<file path="src/rtl/nibbler_fetch_seq.sv">
// Nibbler fetch/sequencing front end: PC, two-phase toggle, instruction/operand latch and C/Z flags.
// Optional halt support is compiled in when NIBBLER_FETCH_HALT_EN is defined.
module nibbler_fetch_seq #(
  parameter logic [11:0] PC_RESET = 12'h000
) (
  input  logic        clk,
  input  logic        reset,
  input  logic [7:0]  romData,
  input  logic        incPC,
  input  logic        notLoadPC,
  input  logic        notLoadFlags,
  input  logic        carryIn,
  input  logic        zeroIn,
  input  logic        halt,
  output logic [11:0] romAddr,
  output logic [3:0]  instruction,
  output logic [3:0]  operand,
  output logic [11:0] targetAddr,
  output logic        phaseOut,
  output logic [1:0]  flagsOut,
  output logic        halted
);

  logic [11:0] pc;
  logic        phase;
  logic        running;

`ifdef NIBBLER_FETCH_HALT_EN
  typedef enum logic {RUN, HALTED} state_t;
  state_t state, nextState;

  always_ff @(posedge clk) begin
    if (reset) state <= RUN;
    else       state <= nextState;
  end

  // Halt is only honoured on the execute edge so the current instruction completes.
  always_comb begin
    nextState = state;
    case (state)
      RUN:     if (phase && halt) nextState = HALTED;
      HALTED:  if (!halt)         nextState = RUN;
      default: nextState = RUN;
    endcase
  end

  assign running = (state == RUN);
  assign halted  = (state == HALTED);
`else
  logic unusedHalt;
  assign unusedHalt = halt;
  assign running    = 1'b1;
  assign halted     = 1'b0;
`endif

  assign targetAddr = {operand, romData};

  // NOTE: sequential state uses non-blocking assignments so every register samples pre-edge values.
  always_ff @(posedge clk) begin
    if (reset) begin
      pc          <= PC_RESET;
      phase       <= 1'b0;
      instruction <= 4'h0;
      operand     <= 4'h0;
      flagsOut    <= 2'b11;
    end else if (running) begin
      phase <= ~phase;
      if (!phase) {instruction, operand} <= romData;
      // Jump load wins over increment; PC wraps naturally at 12 bits.
      if (!notLoadPC)  pc <= targetAddr;
      else if (incPC)  pc <= pc + 12'd1;
      if (phase && !notLoadFlags) flagsOut <= {~carryIn, ~zeroIn};
    end
  end

  assign romAddr  = pc;
  assign phaseOut = phase;

endmodule

</file>
<file path="config.mk">
export PLATFORM = sky130hd
export DESIGN_NAME = nibbler_fetch_seq
export DESIGN_NICKNAME = d
export VERILOG_FILES = /design/src/rtl/nibbler_fetch_seq.sv
export SDC_FILE = /design/constraint.sdc
export NUM_CORES = 1
export LEC_CHECK = 0
export BUFFER_PORTS_ARGS = -buffer_cell sky130_fd_sc_hd__buf_2
export CAP_MARGIN = 20
export CELL_PAD_IN_SITES_DETAIL_PLACEMENT = 1
export CELL_PAD_IN_SITES_GLOBAL_PLACEMENT = 1
export CORE_ASPECT_RATIO = 1.1
export CORE_MARGIN = 1.5
export CORE_UTILIZATION = 29
export DETAILED_ROUTE_END_ITERATION = 6
export PLACE_DENSITY = 0.83
export SETUP_SLACK_MARGIN = 0.3
export SLEW_MARGIN = 10
export SYNTH_ARGS = -nofsm -noshare
export SYNTH_HDL_FRONTEND = slang
export SYNTH_SLANG_ARGS = --single-unit
</file>
<file path="constraint.sdc">
create_clock -name clk -period 1.3 [get_ports clk]
set_input_delay 0 -clock clk [delete_from_list [all_inputs] [get_ports clk]]
set_output_delay 0 -clock clk [all_outputs]
set_load 0.01 [all_outputs]
</file>
Word level (Yosys, flattened, before mapping)
Cells that the tools add are included.

word-level totals
  input port bits = 16
  output and inout bits = 36
  flip-flop bits (word level) = 23

operators by class
  bitwise gates (word level) = 3
  equality and inequality tests = 1
  multiplexer cells = 2
  $add $sub $neg = 1
  reductions and logical operators = 2

operators by type and width
  operator                                                         number
  12-bit 2-to-1 mux                                                2
  12-bit by 1-bit adder with 12-bit output, second input constant  1
  1-bit NOT                                                        3
  2-bit != test, second input constant                             1
  1-bit logical AND                                                1
  1-bit logical NOT                                                1

Logic depth before layout (Yosys ltp)
  depth after elaboration = 3
  depth in mapped cells = 5

Least setup slack after synthesis
OpenSTA, ideal clock, no wires.

  path kind = register to register
  from = register pc[0], in the netlist romAddr[0]
  to = register pc[6], in the netlist romAddr[6]
  slack = -121 ps
  cell stages (with the launch flop) = 5
  arrival = 1330 ps
  cell sequence = dfxtp_1 -> ha_1 -> nand2_1 -> or3_1 -> a311oi_1

on the way
  longest elaborated chain between the ends = 3

ends and longest elaborated chain
  item                                      RTL line  source
  start: declaration                        24        logic [11:0] pc;
  start signal: assignment                  70        if (!notLoadPC) pc <= targetAddr;
  start signal: assignment                  71        else if (incPC) pc <= pc + 12'd1;
  12-bit by 1-bit adder with 12-bit output  71
  12-bit 2-to-1 mux                         71
  12-bit 2-to-1 mux                         70

No other way between the ends. The select of a mux whose other input is x is not followed.
A chain may end at the register's enable or synchronous reset.

Final worst setup path
  from = register pc[5], in the netlist romAddr[5]
  to = register pc[6], in the netlist romAddr[6]

The elaborated chain is that of the path after synthesis.

==> impl_metrics.env <==
export IMPL_outcome="complete, but fails checks"
export IMPL_violations="negative hold slack"
export IMPL_insertion_delay_ns=0.27
export IMPL_initial_core_util=0.310
export IMPL_synthCells=128
export IMPL_hold_class="primary input to flop"
export IMPL_die_x_microns=63.0
export IMPL_cp_max_fo=7
export IMPL_rsz0062_at_grt="yes"
export IMPL_setup_worst_path_start_class="flop"
export IMPL_drt_initial_drc_count=28
export IMPL_vias=1085
export IMPL_dp_hpwl_mm=2.16
export IMPL_grt_pass1_vias=1098
export IMPL_crit_path_end_kind="flop"
export IMPL_synth_seq_area_share=0.400
export IMPL_drv_slew=0
export IMPL_die_y_microns=69.0
export IMPL_critPathTopFamily="simple AND/OR/NAND/NOR gates"
export IMPL_layout_min_cycle_time_ns=1.29
export IMPL_cp_required_ns=1.48
export IMPL_drive_above_1_share=0.520
export IMPL_syn_area_per_cell_sq_um=8.98
export IMPL_rrSetupSlack_ns=0.01
export IMPL_ant_nets=0
export IMPL_hold_viol=1
export IMPL_grt_pass1_wl_mm=5.39
export IMPL_grt_ovfl_total=0
export IMPL_die_area_sq_mm=0.00435
export IMPL_gpl_final_weighted_congestion=0.807
export IMPL_synth_cell_area_sq_mm=0.00115
export IMPL_ioPinCount=52
export IMPL_timing_fmax_mhz=777
export IMPL_path_clk_slew_ns=0.08
export IMPL_antenna_found_initial=0
export IMPL_synth_distinct_cells=30
export IMPL_holdWs_ns=-0.000648
export IMPL_p_leak_nw=0.733
export IMPL_diodes=0
export IMPL_drc=0
export IMPL_grt_max_degree=26
export IMPL_htree_levels=1
export IMPL_ys_warnings_count=0
export IMPL_wire_per_inst_microns=15.3
export IMPL_rows=23
export IMPL_maxCapViolCount=0
export IMPL_clock_skew_ns=0.00132
export IMPL_path_cells="nand4_4 > or3_4 > a311oi_2"
export IMPL_syn_num_nets=145
export IMPL_core_area_sq_mm=0.00371
export IMPL_nets=197
export IMPL_power_mw=1.62
export IMPL_cts_buffer_depth=2
export IMPL_slowest_stage="or3_4"
export IMPL_crit_buf_inv=0
export IMPL_area_delta_synth_final_pct=42.1
export IMPL_cts_inserted_buffers=3
export IMPL_ir_drop_uv=412
export IMPL_cts_tree="done"
export IMPL_cts_sinks=23
export IMPL_io_buffers=49
export IMPL_ys_ff_latch=23
export IMPL_setup_viol_count_final=0
export IMPL_crit_type="flop to flop"
export IMPL_grtUsageTotal=0.156
export IMPL_p_per_area_mw_per_mm2=993
export IMPL_critical_path_max_stage_delay_ns=0.42
export IMPL_drt_wl_total_mm=3.50
export IMPL_post_drt_via_cell_ratio=4.74
export IMPL_clockRootBuffer="clkbuf_8"
export IMPL_crit_arrival_ns=1.47
export IMPL_drt_first_pass_iters=3
export IMPL_period_share=0.990
[kinds of logic (layout without fill, tap and decap cells)]
group	after synthesis	in the layout	synth area share
XOR/XNOR	10	10	0.0762
flip-flops	23	23	0.400
AO/OA/AOI/OAI	17	17	0.110
other	1	1	0.00326
buffers and inverters	22	73	0.119
AND/OR/NAND/NOR	45	45	0.202
adder cells (fa/ha/maj)	1	1	0.0109
multiplexers	9	9	0.0783
[worst min-delay path, cell delays in order]
cell     delay [ns]
buf_2          0.10
mux2i_1        0.06
nor2_1         0.07
[layout by cell type, fill, tap and decap left out, drive strengths merged, types with 2 or more instances in the layout]
cell / n
buf: 67
clkbuf: 3
xnor2: 6
xor2: 4
dfxtp: 23
nand2: 6
nor2: 23
a211oi: 9
nand3: 2
a211o: 2
o21ai: 2
nor3: 5
nand4: 4
mux2i: 9
[registers in the layout, indices dropped and copies added, names as in the netlist]
register     cells
flagsOut         2
instruction      4
operand          4
phaseOut         1
romAddr         12
[cells in the mapped netlist]
cell type	instances	area [sq um]
a211o_1	2	17.5
a211oi_1	8	60.1
a211oi_2	1	12.5
a21oi_1	1	5.00
a311oi_1	1	8.76
a31oi_1	1	6.26
and3_1	1	6.26
buf_2	1	5.00
buf_4	14	105
clkbuf_1	6	22.5
conb_1	1	3.75
dfxtp_1	23	460
ha_1	1	12.5
inv_1	1	3.75
mux2i_1	9	90.1
nand2_1	6	22.5
nand2b_1	1	6.26
nand3_1	2	10.0
nand3b_1	1	7.51
nand4_1	3	18.8
nand4_4	1	21.3
nor2_1	23	86.3
nor3_1	2	10.0
nor3_2	3	30.0
nor3b_1	1	7.51
o21ai_0	2	10.0
o22ai_1	1	6.26
or3_1	1	6.26
xnor2_1	6	52.6
xor2_1	4	35.0
[power by group]
group / leakage, nW / switching (mW) / internal (mW) / total (mW)
Clock: 0.0255 / 0.242 / 0.215 / 0.457
Sequential: 0.195 / 0.0496 / 0.751 / 0.801
Combinational: 0.512 / 0.186 / 0.179 / 0.365
Total: 0.733 / 0.478 / 1.14 / 1.62
[per-stage QoR]
stage               instances   util  setup WS (ns)  instance area [sq um]  setup TNS [ns]
floorplan                 128      -          0.119                   1200               0
global placement          209  0.375         0.0921                   1390               0
detailed placement        209  0.375         0.0498                   1390               0
CTS                       227  0.424         0.0500                   1570               0
global route              229  0.440        -0.0307                   1630         -0.0544
finish                    229  0.440         0.0126                   1630               0
[worst paths after layout]
kind                             from                     endpoint  depth (start not counted)
max           romAddr[5]$_SDFFE_PP0P_      romAddr[6]$_SDFFE_PP0P_                          3
min                        romData[7]  instruction[3]$_SDFFE_PP0N_                          3
max reg2reg   romAddr[5]$_SDFFE_PP0P_      romAddr[6]$_SDFFE_PP0P_                          3
min reg2reg  flagsOut[1]$_SDFFE_PP1P_     flagsOut[1]$_SDFFE_PP1P_                          1
[metal layers]
metal | vias up | track usage | wire (microns)
met2 | 25 | 0.287 | 1960
met1 | 528 | 0.185 | 1360
li1 | 526 | - | -
met5 | - | 0 | 0
met3 | 6 | 0.0131 | 87
met4 | 0 | 0.0593 | 89
[repair_timing]
action | 4_1_cts | 5_1_grt
setup endpoints to repair | 13 | 14
hold buffers | 1 | 0
pin swaps | 10 | 9
buffers inserted | 13 | 2
hold endpoints to repair | 1 | 0
gates resized for setup | 7 | 11
[cell type report]
class	count	area, sq um
clock buffer	3	41.3
clock inverter	1	5.00
fill	442	2080
inverter	1	3.75
multi-input combinational	83	614
sequential	23	488
tap	50	62.6
timing repair buffer	68	419
No activity file was read; power rests on OpenSTA's default activity.
